## src/rtl/softusb_timer_multi_if.sv

```systemverilog
// +------------------------------------------------------------------+
// | softusb_timer_multi_if : navre I/O bus plus per-channel irq pair  |
// | Revision 1.0                                                     |
// +------------------------------------------------------------------+
`default_nettype none

interface softusb_timer_multi_if #(
  parameter int nchan = 2
);
  logic             io_re;
  logic             io_we;
  logic [5:0]       io_a;
  logic [7:0]       io_di;
  logic [7:0]       io_do;
  logic [nchan-1:0] irq;
  logic [nchan-1:0] irq_ack;

  modport master (
    output io_re, io_we, io_a, io_di, irq_ack,
    input  io_do, irq
  );

  modport slave (
    input  io_re, io_we, io_a, io_di, irq_ack,
    output io_do, irq
  );
endinterface

`default_nettype wire

```

## src/rtl/softusb_timer_multi.sv

```systemverilog
// +------------------------------------------------------------------+
// | softusb_timer_multi : up to 4 prescaled down-counters on navre I/O|
// | Revision 1.0                                                     |
// +------------------------------------------------------------------+
`default_nettype none

module softusb_timer_multi #(
  parameter logic [5:0] io_base   = 6'h20,
  parameter int         nchan     = 2,
  parameter int         cnt_width = 16
) (
  input  logic                  usb_clk,
  input  logic                  usb_rst,
  softusb_timer_multi_if.slave  bus
);

  localparam int NB = cnt_width / 8;

  logic [5:0] w_off;
  logic       w_hit;
  logic [1:0] w_chan;
  logic [2:0] w_reg;
  logic [1:0] w_byte;

  assign w_off  = bus.io_a - io_base;
  assign w_hit  = (bus.io_a >= io_base) && ({1'b0, w_off} < 7'(8 * nchan));
  assign w_chan = w_off[4:3];
  assign w_reg  = w_off[2:0];
  assign w_byte = w_off[1:0];

  logic [7:0]       w_rd [nchan];
  logic [nchan-1:0] w_irq;

  for (genvar gi = 0; gi < nchan; gi++) begin : g_chan
    localparam logic [1:0] CH = 2'(gi);

    logic                 en_q, en_d, per_q, per_d, irqen_q, irqen_d;
    logic                 expired_q, expired_d;
    logic [7:0]           presc_q, presc_d, pcnt_q, pcnt_d;
    logic [cnt_width-1:0] count_q, count_d, reload_q, reload_d;
    logic [cnt_width-1:0] shadow_q, shadow_d, latch_q, latch_d;

    logic                 w_sel, w_wr, w_tick, w_load, w_expire;
    logic                 w_rl_wr, w_commit;
    logic [cnt_width-1:0] w_merge, w_src;
    logic [7:0]           w_rdata;

    assign w_sel    = w_hit && (w_chan == CH);
    assign w_wr     = w_sel && bus.io_we;
    assign w_tick   = en_q && (pcnt_q == presc_q);
    assign w_load   = w_wr && (w_reg == 3'd0) && bus.io_di[3];
    assign w_expire = w_tick && !w_load && (count_q == '0);
    assign w_rl_wr  = w_wr && w_reg[2] && (int'(w_byte) < NB);
    assign w_commit = w_rl_wr && (int'(w_byte) == NB - 1);

    // Shadow with the addressed byte replaced; the top byte commits the whole word.
    always_comb begin
      w_merge = shadow_q;
      for (int k = 0; k < NB; k++) begin
        if (w_byte == 2'(k)) begin
          w_merge[8*k +: 8] = bus.io_di;
        end
      end
    end

    always_comb begin
      en_d      = en_q;
      per_d     = per_q;
      irqen_d   = irqen_q;
      presc_d   = presc_q;
      pcnt_d    = pcnt_q;
      count_d   = count_q;
      reload_d  = reload_q;
      shadow_d  = shadow_q;
      latch_d   = latch_q;
      expired_d = expired_q;

      if (en_q) begin
        pcnt_d = w_tick ? 8'd0 : pcnt_q + 8'd1;
      end
      if (w_tick) begin
        if (count_q != '0) begin
          count_d = count_q - {{(cnt_width-1){1'b0}}, 1'b1};
        end else if (per_q) begin
          count_d = reload_q;
        end else begin
          en_d = 1'b0;
        end
      end
      if (w_wr && (w_reg == 3'd0)) begin
        {irqen_d, per_d, en_d} = bus.io_di[2:0];
      end
      if (w_load) begin
        count_d = reload_q;
        pcnt_d  = 8'd0;
      end
      if (w_wr && (w_reg == 3'd2)) begin
        presc_d = bus.io_di;
      end
      if (w_rl_wr) begin
        shadow_d = w_merge;
      end
      if (w_commit) begin
        reload_d = w_merge;
      end
      if (w_sel && bus.io_re && (w_reg == 3'd4)) begin
        latch_d = count_q;
      end
      if (bus.irq_ack[gi] || (w_wr && (w_reg == 3'd1) && bus.io_di[0])) begin
        expired_d = 1'b0;
      end
      if (w_expire) begin
        expired_d = 1'b1;
      end
    end

    always_ff @(posedge usb_clk) begin
      if (usb_rst) begin
        en_q      <= 1'b0;
        per_q     <= 1'b0;
        irqen_q   <= 1'b0;
        presc_q   <= 8'd0;
        pcnt_q    <= 8'd0;
        count_q   <= '0;
        reload_q  <= '0;
        shadow_q  <= '0;
        latch_q   <= '0;
        expired_q <= 1'b0;
      end else begin
        en_q      <= en_d;
        per_q     <= per_d;
        irqen_q   <= irqen_d;
        presc_q   <= presc_d;
        pcnt_q    <= pcnt_d;
        count_q   <= count_d;
        reload_q  <= reload_d;
        shadow_q  <= shadow_d;
        latch_q   <= latch_d;
        expired_q <= expired_d;
      end
    end

    // Byte 0 of COUNT is live; higher bytes come from the copy latched on the byte-0 read.
    assign w_src = (w_byte == 2'd0) ? count_q : latch_q;

    always_comb begin
      w_rdata = 8'h00;
      if (w_reg[2]) begin
        for (int k = 0; k < NB; k++) begin
          if (w_byte == 2'(k)) begin
            w_rdata = w_src[8*k +: 8];
          end
        end
      end else begin
        case (w_reg)
          3'd0:    w_rdata = {5'd0, irqen_q, per_q, en_q};
          3'd1:    w_rdata = {7'd0, expired_q};
          3'd2:    w_rdata = presc_q;
          default: w_rdata = 8'h00;
        endcase
      end
    end

    assign w_rd[gi]  = w_rdata;
    assign w_irq[gi] = expired_q & irqen_q;
  end

  logic [7:0] io_do_q, io_do_d;

  always_comb begin
    io_do_d = 8'h00;
    for (int c = 0; c < nchan; c++) begin
      if (w_hit && (w_chan == 2'(c))) begin
        io_do_d = w_rd[c];
      end
    end
  end

  always_ff @(posedge usb_clk) begin
    if (usb_rst) begin
      io_do_q <= 8'h00;
    end else begin
      io_do_q <= io_do_d;
    end
  end

  assign bus.io_do = io_do_q;
  assign bus.irq   = w_irq;

endmodule

`default_nettype wire
```

## src/flat_wrapper.sv

```systemverilog
// flat-port wrapper written by rule: the top's interface ports become plain ports
module softusb_timer_multi_flat 
#(
  parameter logic [5:0] io_base   = 6'h20,
  parameter int         nchan     = 2,
  parameter int         cnt_width = 16
)
  (usb_clk, usb_rst, bus_io_re, bus_io_we, bus_io_a, bus_io_di, bus_irq_ack, bus_io_do, bus_irq);
  softusb_timer_multi_if #(.nchan(nchan)) bus_i ();
  input  logic usb_clk;
  input  logic usb_rst;
  input wire logic [$bits(bus_i.io_re)-1:0] bus_io_re;
  input wire logic [$bits(bus_i.io_we)-1:0] bus_io_we;
  input wire logic [$bits(bus_i.io_a)-1:0] bus_io_a;
  input wire logic [$bits(bus_i.io_di)-1:0] bus_io_di;
  input wire logic [$bits(bus_i.irq_ack)-1:0] bus_irq_ack;
  output wire logic [$bits(bus_i.io_do)-1:0] bus_io_do;
  output wire logic [$bits(bus_i.irq)-1:0] bus_irq;
  assign bus_i.io_re = bus_io_re;
  assign bus_i.io_we = bus_io_we;
  assign bus_i.io_a = bus_io_a;
  assign bus_i.io_di = bus_io_di;
  assign bus_i.irq_ack = bus_irq_ack;
  assign bus_io_do = bus_i.io_do;
  assign bus_irq = bus_i.irq;
  softusb_timer_multi #(.io_base(io_base), .nchan(nchan), .cnt_width(cnt_width)) u_core (.usb_clk(usb_clk), .usb_rst(usb_rst), .bus(bus_i));
endmodule
```

## config.mk

```make
export PLATFORM = sky130hd
export DESIGN_NAME = softusb_timer_multi_flat
export DESIGN_NICKNAME = d
export VERILOG_FILES = /design/src/rtl/softusb_timer_multi_if.sv /design/src/rtl/softusb_timer_multi.sv /design/src/flat_wrapper.sv
export SDC_FILE = /design/constraint.sdc
export NUM_CORES = 1
export LEC_CHECK = 0
export ABC_AREA = 1
export BUFFER_PORTS_ARGS = -buffer_cell sky130_fd_sc_hd__buf_2
export CAP_MARGIN = 20
export CORE_MARGIN = 2
export CORE_UTILIZATION = 42
export DETAILED_ROUTE_END_ITERATION = 6
export HOLD_SLACK_MARGIN = 0.05
export SYNTH_ARGS = -nofsm -noshare
export SYNTH_HDL_FRONTEND = slang
export SYNTH_SLANG_ARGS = --single-unit
```

## constraint.sdc

```tcl
create_clock -name usb_clk -period 5.4 [get_ports usb_clk]
set_clock_uncertainty 0.1 [all_clocks]
set_input_delay 0.27 -clock usb_clk [delete_from_list [all_inputs] [get_ports usb_clk]]
set_output_delay 0.27 -clock usb_clk [all_outputs]
set_load 0.05 [all_outputs]
```

# After elaboration in Yosys (flattened, before gate mapping)
# Index checks and enable logic that the tools add are counted.
# totals
output_inout_bits,10
ff_bits,176
# classes
n_eq_ne,12
n_addsub,5
bitwise_logic,2
reduce_logical,56
mux,38
n_lt_le_gt_ge,3
# op_table
op,n
16-bit 2-to-1 mux,10
8-bit 2-to-1 mux,14
8-bit case mux with 3 select lines,2
16-bit logical NOT,2
16-bit nonzero test,2
16-bit by 1-bit subtractor with 16-bit output (second input constant),2
1-bit logical AND,31
8-bit by 1-bit adder with 8-bit output (second input constant),2
8-bit == test,2
1-bit 2-to-1 mux,12
2-bit nonzero test,6
6-bit greater-or-equal comparator (second input constant),1
6-bit by 5-bit less-than comparator with 1-bit output (second input constant),1
2-bit inequality test (second input constant),3
3-bit AND reduction,2
3-bit nonzero test,2
6-bit subtractor (second input constant),1
2-bit by 1-bit == test with 1-bit output (second input constant),2
2-bit logical NOT,2
2-bit AND reduction,2
2-bit OR reduction,2
3-bit by 1-bit == test with 1-bit output (second input constant),1
3-bit by 2-bit == test with 1-bit output (second input constant),1
3-bit == test (second input constant),1
7 further kinds,10

# Longest topological paths before layout
# depth
ltp_word,11
mapped_depth,12

# Least setup slack after synthesis
# OpenSTA, ideal clock, no wires.
# synth_path
kind,register -> register
start,register u_core.g_chan[1].count_q[0]
end,register u_core.g_chan[1].count_q[13]
setup_slack_ns,3.665
setup_time_ns,0.116
arrival_ns,1.519
stages_incl_launch_ff,12
synth_period_minus_slack_ns,1.735
path_cell_list,dfxtp_1 -> inv_1 -> ha_1 -> inv_1 -> nor3_2 -> nand3_4 -> nand2_2 -> buf_6 -> buf_6 -> nand2_1 -> a21oi_2 -> nor2_1
# synth_via
elab_chain_cells,4
# synth_rtl
element,line_no,rtl
from (decl),softusb_timer_multi.sv:40,"logic [cnt_width-1:0] count_q, count_d, reload_q, reload_d;"
from (signal assigned),softusb_timer_multi.sv:135,count_q <= count_d;
16-bit by 1-bit subtractor with 16-bit output or 16-bit nonzero test (tied branches),"softusb_timer_multi.sv:83, softusb_timer_multi.sv:82",
16-bit 2-to-1 mux,softusb_timer_multi.sv:82,if (count_q != '0) begin
16-bit 2-to-1 mux,softusb_timer_multi.sv:81,if (w_tick) begin
16-bit 2-to-1 mux,softusb_timer_multi.sv:93,if (w_load) begin
# Parallel ways exist; a longest one is shown, timed or not. The select of a mux whose other input is x is not followed.
# A chain may end at the register's enable or synchronous reset.

# Final worst setup path
# layout_path
start,input bus_io_a[0]
end,register u_core.g_chan[0].reload_q[15]
# layout_via
elab_chain_cells,8
# layout_rtl
element,line_no,rtl
from (decl),flat_wrapper.sv:14,input wire logic [$bits(bus_i.io_a)-1:0] bus_io_a;
6-bit subtractor,softusb_timer_multi.sv:25,assign w_off = bus.io_a - io_base;
6-bit by 5-bit less-than comparator with 1-bit output,softusb_timer_multi.sv:26,"assign w_hit = (bus.io_a >= io_base) && ({1'b0, w_off} < 7'(8 * nchan));"
1-bit logical AND,softusb_timer_multi.sv:26,
1-bit logical AND,softusb_timer_multi.sv:48,assign w_sel = w_hit && (w_chan == CH);
1-bit logical AND,softusb_timer_multi.sv:49,assign w_wr = w_sel && bus.io_we;
1-bit logical AND (2 in series),softusb_timer_multi.sv:53,assign w_rl_wr = w_wr && w_reg[2] && (int'(w_byte) < NB);
1-bit logical AND,softusb_timer_multi.sv:54,assign w_commit = w_rl_wr && (int'(w_byte) == NB - 1);
to (signal assigned),softusb_timer_multi.sv:136,reload_q <= reload_d;
to (decl),softusb_timer_multi.sv:40,
# Parallel ways exist; a longest one is shown, timed or not.

==> metrics.txt <==
status=finished, final reports clean; largest net degree at the start of global routing=between 60 and 70; Setup-failing EPs final=0; DRT Wirelength=22600 um; RSZ-0062 raised after global routing=no; Via Count=about 7500; GPL Wtd Cong=0.886; post-synthesis compound-gate area fraction=0.188; CP peak stage delay=between 0.7 and 0.8 ns; GRT Util Overall=0.230; layout cells sized above 1=0.0922; fin nets=1195; DIE HEIGHT=between 100 and 150 um; CTS tree=yes; Synth top area share=0.397; Ports=30; Adder-Cell Fraction of Synth Area=0.00931; Max-Cap Viols=0; Synth cell types=44; peak supply drop=approximately 220 uV; post-route clock period utilization=0.474; Worst-Margin Slew=a little under 1 ns; pwr dens=295 nW/um2; mux share of post-synthesis cell area=0; crit path max-delay cell type=nor2_1; cell taking the most area after synthesis=dfxtp_1; core box area=between 15000 and 20000 um2; global route total overflow=0; synthesized flop and latch total=between 150 and 200; CP endpoint kind=flop; CTS clk-pin slew, worst paths=about 0.060 ns; sequential share of power=0.455; Psw=about 600 uW; initial drt markers=between 500 and 600; crit-path cells=buf_2 > nand2_1 > nor2_1 > nand2_1 > inv_1 > o21ai_0 > a21oi_1; TNS Setup=0 ns; worst min path class=input pin to flop; ANT nets after route=0; switching part of the total=0.236; most frequent cell after synthesis=nand2_1; Mapped Cells=1169; dpl cells=between 1000 and 1500; Hold Slack=between 0.08 and 0.09 ns; global-route wire length before repair=36600 um; Area contributors post-synth=dfxtp_1 (40%), nand2_1 (11%), o21ai_0 (8.4%), nor2_1 (7.8%), inv_1 (5.6%); Bufs on Longest Clock Path=2; post-route minimum period=~2.6 ns; initial antenna violation count=0; largest family of logic cells by synthesized area=simple AND/OR/NAND/NOR gates; Hold Vio Cnt, Final=0; vias in the first global route=around 7000; Ys Warns=0; post-CTS setup buffer count=0; initial cell density of the core=0.430; Non-Filler Instances=roughly 1400; die area=roughly 20000 um2; PostCTS Resize Cnt=0; arrival time at the worst endpoint=2.83 ns; Clock Tree Root=clkbuf_16; DR vias/cell=around 5.3; post-synthesis instance area=about 8100 um2; CP startpoint kind=input pin; Post-Synth Simple-Gate Area=0.279; Layout area overhead=10.2%; Clk pwr share=0.493; Worst Path Required=5.66 ns; DR WL met3=between 1000 and 1500 um; row cnt=50; Fmax=390 MHz; Detailed Routing Iterations Pass 1=5; Post-synth top cells=nand2_1 (246), nor2_1 (167), dfxtp_1 (160); post-synthesis xor/xnor area fraction=0.0315; post-synthesis sequential area ratio=0.397; Comb power frac=0.052; Post-synth EDFFs=0; antenna cell count=0; Mapped Nets=between 1000 and 1500; die width=143 um; clock sink count=160; Routed met2 length=around 10000 um; Met1 Wirelength=10900 um; kind of critical path=input pin to flop; Max Slew Vio Count=0; Slew HR=0.356; H-tree Lvls=4; Post-synth ARST share=0; # DRC=0; Lkg Pwr=about 0.0038 uW; average size of a mapped cell=6.90 um2; hpwl dp=about 16000 um; Routed WL per cell=~16 um; crit path max fanout=18; Filler cells=around 1900; cell mode on critical path=nand2_1; Pint=~2000 uW; clk_lat worst skew=0.43 ns; DR top layer=met4; CTS Buf Count=17; Synth Flop Type=dfxtp_1; Port Buffers=29; CTS hold repair buffers=1
worst paths after layout:
check | startpoint | to | slack, ns | depth (start not counted)
max reg2reg | u_core.g_chan[0].count_q[0] | u_core.g_chan[0].count_q[4] | 2.93 | 10
max | bus_io_a[0] | u_core.g_chan[0].reload_q[15] | 2.84 | 7
min | bus_irq_ack[0] | u_core.g_chan[0].expired_q | 0.09 | 3
min reg2reg | u_core.g_chan[1].shadow_q[14] | u_core.g_chan[1].shadow_q[14] | 0.36 | 2
critical path: cells and delay by family:
kind / cells / cell delay [ns]
simple gates: 3 / 1.59
compound gates: 2 / 0.27
buf+inv: 2 / 0.68
per-layer routing:
metal	GRT usage	vias up
li1	-	3808
met1	0.324	3418
met2	0.360	212
met3	0.0461	27
met4	0.0615	0
met5	0	-
through the flow:
step / total power (uW) / cell area, um2 / setup WS, ns / utilization
3_5_place_dp: 1350 / 8250 / 2.41 / 0.439
2_1_floorplan: 1310 / 8070 / 3.66 / -
6_report: 2620 / 8890 / 2.84 / 0.474
5_1_grt: 2700 / 8890 / 2.56 / 0.474
3_3_place_gp: 1350 / 8250 / 2.45 / 0.439
4_1_cts: 2640 / 8890 / 2.84 / 0.474
layout by cell type (no fill, tap or decap), types with 3 or more instances in the layout:
master	n
nand2_1	246
nor2_1	167
dfxtp_1	160
o21ai_0	135
inv_1	120
a21oi_1	84
nand3_1	48
buf_2	29
xor2_1	25
clkbuf_16	17
a31oi_1	12
inv_2	11
nand4_1	9
nor3_1	8
a221oi_1	8
a211oi_1	7
nand2_2	7
o22ai_1	7
ha_1	6
o21ai_1	5
nand3_2	5
a21oi_2	4
xnor2_1	4
o211ai_1	4
nor3_2	4
nor2_2	4
clkbuf_8	4
o221ai_1	3
o2bb2ai_1	3
bufinv_16	3
inv_6	3
flip-flops by register name, summed over array words and instances, names as in the netlist:
| signal | count |
|---|---|
| u_core.g_chan.reload_q | 32 |
| u_core.g_chan.latch_q | 16 |
| u_core.g_chan.presc_q | 16 |
| u_core.g_chan.pcnt_q | 16 |
| u_core.g_chan.count_q | 32 |
| u_core.g_chan.en_q | 2 |
| u_core.g_chan.shadow_q | 32 |
| u_core.bus.io_do | 8 |
| u_core.g_chan.irqen_q | 2 |
| u_core.g_chan.per_q | 2 |
| u_core.g_chan.expired_q | 2 |
cells by family after synthesis:
family          after synthesis
xor+xnor                     29
fa+ha+maj                     6
simple gates                515
buf+inv                     183
compound gates              276
flops                       160
final cells by class:
class / count / area [um2] / share of cell area
sequential: 160 / 3200 / 0.360
clock buffer: 21 / 480 / 0.0540
multi-input combinational: 826 / 4090 / 0.461
tap: 234 / 293 / 0.0329
clock inverter: 11 / 151 / 0.0170
inverter: 132 / 498 / 0.0560
timing repair buffer: 32 / 170 / 0.0191
power by group through the flow:
stage          logic (uW)  registers, uW  clock network [uW]
2_1_floorplan        94.8           1220                   0
3_3_place_gp          134           1220                   0
3_5_place_dp          134           1220                   0
4_1_cts               135           1190                1310
5_1_grt               151           1190                1360
6_report              137           1190                1290
Note: power is estimated with default switching activity, not from simulation.
